File: src/rtl/kamikaze_imem_arbiter.sv
// Arbiter that shares one single-port instruction memory between fetch and load/store.
// Fetch takes priority only after STARVE_LIMIT consecutive LSU wins while it was waiting.
module kamikaze_imem_arbiter #(
    parameter int STARVE_LIMIT = 4
) (
    input  logic        clk_i,
    input  logic        rst_i,

    input  logic        if_req_i,
    input  logic [31:0] if_addr_i,
    output logic        if_gnt_o,
    output logic [31:0] if_data_o,
    output logic        if_rvalid_o,

    input  logic        ls_req_i,
    input  logic        ls_we_i,
    input  logic [31:0] ls_addr_i,
    input  logic [31:0] ls_wdata_i,
    input  logic [3:0]  ls_be_i,
    output logic        ls_gnt_o,
    output logic [31:0] ls_rdata_o,
    output logic        ls_rvalid_o,

    output logic [31:0] mem_addr_o,
    output logic        mem_en_o,
    output logic        mem_we_o,
    output logic [3:0]  mem_be_o,
    output logic [31:0] mem_wdata_o,
    input  logic [31:0] mem_rdata_i
);

    typedef enum logic [1:0] {
        OWN_NONE = 2'd0,
        OWN_IF   = 2'd1,
        OWN_LS   = 2'd2
    } own_e;

    localparam logic [3:0] LIMIT = 4'(STARVE_LIMIT);
    localparam logic [31:0] WORD_MASK = 32'hFFFF_FFFC;

    own_e       own_q, own_d;
    logic [3:0] starve_q, starve_d;
    logic       if_gnt, ls_gnt;

    // Grants are gated by reset so nothing reaches the port while rst_i is low.
    always_comb begin
        if_gnt = 1'b0;
        ls_gnt = 1'b0;
        if (rst_i) begin
            if (if_req_i && ls_req_i) begin
                if (starve_q == LIMIT) begin
                    if_gnt = 1'b1;
                end else begin
                    ls_gnt = 1'b1;
                end
            end else if (if_req_i) begin
                if_gnt = 1'b1;
            end else if (ls_req_i) begin
                ls_gnt = 1'b1;
            end
        end
    end

    always_comb begin
        mem_en_o    = 1'b0;
        mem_we_o    = 1'b0;
        mem_addr_o  = 32'h0;
        mem_be_o    = 4'h0;
        mem_wdata_o = 32'h0;
        if (if_gnt) begin
            mem_en_o   = 1'b1;
            mem_addr_o = if_addr_i & WORD_MASK;
            mem_be_o   = 4'hF;
        end else if (ls_gnt) begin
            mem_en_o    = 1'b1;
            mem_we_o    = ls_we_i;
            mem_addr_o  = ls_addr_i & WORD_MASK;
            mem_be_o    = ls_we_i ? ls_be_i : 4'hF;
            mem_wdata_o = ls_wdata_i;
        end
    end

    always_comb begin
        starve_d = starve_q;
        own_d    = OWN_NONE;
        if (!if_req_i || if_gnt) begin
            starve_d = 4'd0;
        end else if (ls_gnt && (starve_q < LIMIT)) begin
            starve_d = starve_q + 4'd1;
        end
        if (if_gnt) begin
            own_d = OWN_IF;
        end else if (ls_gnt && !ls_we_i) begin
            own_d = OWN_LS;
        end
    end

    always_ff @(posedge clk_i or negedge rst_i) begin
        if (!rst_i) begin
            own_q    <= OWN_NONE;
            starve_q <= 4'd0;
        end else begin
            own_q    <= own_d;
            starve_q <= starve_d;
        end
    end

    // Read data is steered straight from the port to whichever requester owns the response.
    always_comb begin
        if_gnt_o    = if_gnt;
        ls_gnt_o    = ls_gnt;
        if_rvalid_o = (own_q == OWN_IF);
        ls_rvalid_o = (own_q == OWN_LS);
        if_data_o   = (own_q == OWN_IF) ? mem_rdata_i : 32'h0;
        ls_rdata_o  = (own_q == OWN_LS) ? mem_rdata_i : 32'h0;
    end

endmodule
File: config.mk
export PLATFORM = sky130hd
export DESIGN_NAME = kamikaze_imem_arbiter
export DESIGN_NICKNAME = d
export VERILOG_FILES = /design/src/rtl/kamikaze_imem_arbiter.sv
export SDC_FILE = /design/constraint.sdc
export NUM_CORES = 1
export LEC_CHECK = 0
export CORE_AREA = 2 2 107 109
export CTS_CLUSTER_DIAMETER = 40
export CTS_CLUSTER_SIZE = 24
export DETAILED_ROUTE_END_ITERATION = 8
export DIE_AREA = 0 0 109 111
export SLEW_MARGIN = 10
export SYNTH_ARGS = -nofsm -noshare
export SYNTH_HDL_FRONTEND = slang
export SYNTH_SLANG_ARGS = --single-unit
File: constraint.sdc
create_clock -name clk_i -period 1.6 [get_ports clk_i]
set_input_delay 0.16 -clock clk_i [delete_from_list [all_inputs] [get_ports clk_i]]
set_output_delay 0.16 -clock clk_i [all_outputs]
set_load 0.03 [all_outputs]
==> reports/metrics.cfg <==
[floorplan]
die_x_um = 109
num_io_pins = 275
die_h_um = 111
dieArea_mm2 = 0.01210
start_util_pct = 12.35
num_rows = 39
coreArea_mm2 = 0.01108

[power_and_ir_drop]
internal_power_mw = 1.241
power_density_mw_per_mm2 = 377.4
total_power_mw = 1.911
irDropWorstVdd_v = 0.0002981
switching_share_pct = 35.05
clkPwrFrac_pct = 21.2
seqPwrFrac_pct = 8.3
power.switching_mw = 0.6698
p_leak_nw = 2.425
pwr-share-comb_pct = 70.4

[yosys]
ys_seq_elements = 6
synth_most_common_cell = and2_1
synth_warnings = 0
synth_top_cell_by_area = and2_1
synth_seq_area_share_pct = 10.98
syn_inst = 184
synth_edf_count = 0
synth_area_mm2 = 0.001368
synth_top_area_share_pct = 44.37
synth_top_flop_cell = dfrtp_1
synth_commonest_cells = and2_1 (97), a22o_1 (30), clkbuf_1 (7), inv_1 (7)
postSynth.asyncResetShare_pct = 100.0
synthDistinctLibCells = 24
avgSynthCellArea_um2 = 7.432
synth.area.top_cells = and2_1 (44%), a22o_1 (19%), dfrtp_1 (11%), buf_4 (3.3%), buf_6 (2.5%)

[worst_setup_path]
critPathMostFrequentCell = buf_6
r2r_cells = 8
cp.arrival_ns = 1.86
reg2reg_to = own_q[1]$_DFF_PN0_
cp-end-kind = primary output
criticalPathCategory = reg2out
crit_fanout = 12
required_ns = 1.44
path_cells = inv_2 -> ha_4 -> and3b_4 -> buf_6 -> a21oi_4 -> buf_12 -> buf_8 -> and2_2 -> buf_6
worstReg2RegStart = starve_q[0]$_DFFE_PN0P_
critPathLaunch = starve_q[0]$_DFFE_PN0P_
rrSetupSlack_ns = 0.03
critPathMaxStageDelay_ns = 0.35
crit_end = mem_wdata_o[17]
crit_slowest_cell = dfrtp_1
start_kind = register

[timing]
finClkSkew_ns = 0.0007336
fin_setup_tns_ns = -27.33
finalHoldViolCount = 0
rsz0062_at_grt = true
setup_ws_ns = -0.4249
min_period_ns = 2.025
setup_violations = 69
drv_slew = 0
fin_crit_sh_pct = 126.6
fmax_ghz = 0.4939
holdWs_ns = 0.3780

[global_route]
overflow = 0
grt_util_all_layers_pct = 13.94
grt_pass1_wl_um = 13050
grt_max_degree = 34
first_global_vias = 2513
grt_antenna_before_repair = 0

[cells_and_area]
final_cells = 616
final_layout_size_suffix_gt1_share_pct = 52.85
num_antenna_cells = 0
area_growth_pct = 270.2
fill_cells = 1055
nets = 614

[place]
gp_congestion = 0.8240
io_buffers = 268
post-place-cells = 600
hpwl_um = 7169

[detailed_routing]
dr.pass1.iters = 4
first_iter_violations = 21
drc_errors = 0
drtAntennaViolNets = 0
wl_per_cell_um = 14.66
avgViaCountPerCell = 4.036
wl_um = 9032
num_vias = 2486

[status]
outcome = finished with violations
violations = negative setup slack

[clocking]
cts_buffers = 3
ctsLongestPathBuffers = 2
root_buffer = clkbuf_16
clk_pin_slew_worst_paths_ns = 0.03
clock_latency_ns = 0.23
cts_sinks = 6
ctsHtreeMaxLevel = 1
cts_tree = built
holdBufCountCts = 0

[worst_hold_path]
hold_class = in2async

[flow_run]
maxCapViolCount = 0

==> repair_timing <==
| item | CTS | global route |
|---|---|---|
| buffers inserted | 4 | 2 |
| setup endpoints to repair | 69 | 70 |
| cloned | 6 | 1 |
| pin swaps | 4 | 1 |
| resized for setup | 82 | 5 |
| endpoints found under the hold margin | 0 | 0 |
==> cell families (layout without fill, tap and decap cells) <==
| logic type | Yosys count | count (layout) | synth area share (%) |
|---|---|---|---|
| and+or+nand+nor | 108 | 108 | 50.23 |
| AOI/OAI and AO/OA | 39 | 39 | 24.61 |
| adders and majority gates | 2 | 2 | 1.830 |
| xor gates and xnor gates | 1 | 1 | 0.6406 |
| DFF | 6 | 6 | 10.98 |
| muxes | 1 | 1 | 0.8234 |
| other | 1 | 2 | 0.2742 |
| buffers and inverters | 26 | 314 | 10.61 |
==> worst min path at each step <==
stage | cells after the start | startpoint | to | slack [ns]
6_report | 3 | rst_i | starve_q[2]$_DFFE_PN0P_ | 0.38
5_1_grt | 3 | rst_i | starve_q[3]$_DFFE_PN0P_ | 0.38
4_1_cts | 3 | rst_i | starve_q[0]$_DFFE_PN0P_ | 0.38
3_5_place_dp | 3 | rst_i | own_q[0]$_DFF_PN0_ | 0.60
3_3_place_gp | 3 | rst_i | own_q[0]$_DFF_PN0_ | 0.60
2_1_floorplan | 0 | rst_i | own_q[0]$_DFF_PN0_ | -0.14
==> placed cells by master (no fill, tap or decap) <==
master,count
clkdlybuf4s50_1,132
a22o_4,30
o21ai_4,1
and2_1,64
o211a_1,1
a21oi_4,1
inv_6,1
o21ai_1,2
o211ai_4,1
nor2b_1,2
nor2b_2,2
buf_8,2
dfrtp_1,6
nor3b_1,1
buf_16,6
conb_1,2
ha_4,1
ha_1,1
nand2_1,1
buf_12,11
mux2_1,1
inv_2,2
xnor2_1,1
and4bb_1,1
inv_1,5
buf_4,88
and2_2,9
buf_6,63
a31oi_4,3
and2_4,24
and3_1,3
and3b_4,1
clkbuf_16,4
==> power by group through the flow <==
| stage | combinational [mW] | clock (mW) | sequential [mW] |
|---|---|---|---|
| after floorplan | 0.541 | 0 | 0.160 |
| after global placement | 1.18 | 0 | 0.161 |
| after detailed placement | 1.18 | 0 | 0.161 |
| after CTS | 1.34 | 0.414 | 0.159 |
| after global routing | 1.41 | 0.433 | 0.160 |
| final | 1.35 | 0.405 | 0.159 |
==> worst max-delay path: cells and delay by family (launching register included) <==
| kind | cells | cell delay [ns] |
|---|---|---|
| fa+ha+maj | 1 | 0.15 |
| flops | 1 | 0.35 |
| buf+inv | 5 | 0.61 |
| compound gates | 1 | 0.17 |
| simple gates | 2 | 0.35 |
==> layer usage <==
layer  global-route usage [%]  vias to the layer above  wire, µm
met5                        0                        -         0
met2                    27.16                      155      4890
met1                    13.79                     1129      2969
met3                    4.409                        8      1042
met4                    3.504                        0       129
li1                         -                     1194         -
==> metrics by stage <==
step | utilization, % | worst slack, ns | area (µm²)
final | 45.70 | -0.4249 | 5062
after global routing | 45.70 | -0.4940 | 5062
after CTS | 45.04 | -0.4172 | 4989
after detailed placement | 39.68 | -0.2021 | 4395
after global placement | 39.68 | -0.1859 | 4395
after floorplan | - | -0.05046 | 1714
==> flip-flops by register name, indices dropped and copies added, names as in the netlist <==
signal and flops:
own_q 2, starve_q 4
==> final cells by class <==
cell class                 instances  area, µm²  area share, %
tap                              143      178.9          3.534
inverter                           8      35.03         0.6920
clock buffer                       3      75.07          1.483
timing repair buffer             303       3132          61.86
multi-input combinational        153       1491          29.46
sequential                         6      150.1          2.966
No activity file was read; power rests on OpenSTA's default activity.
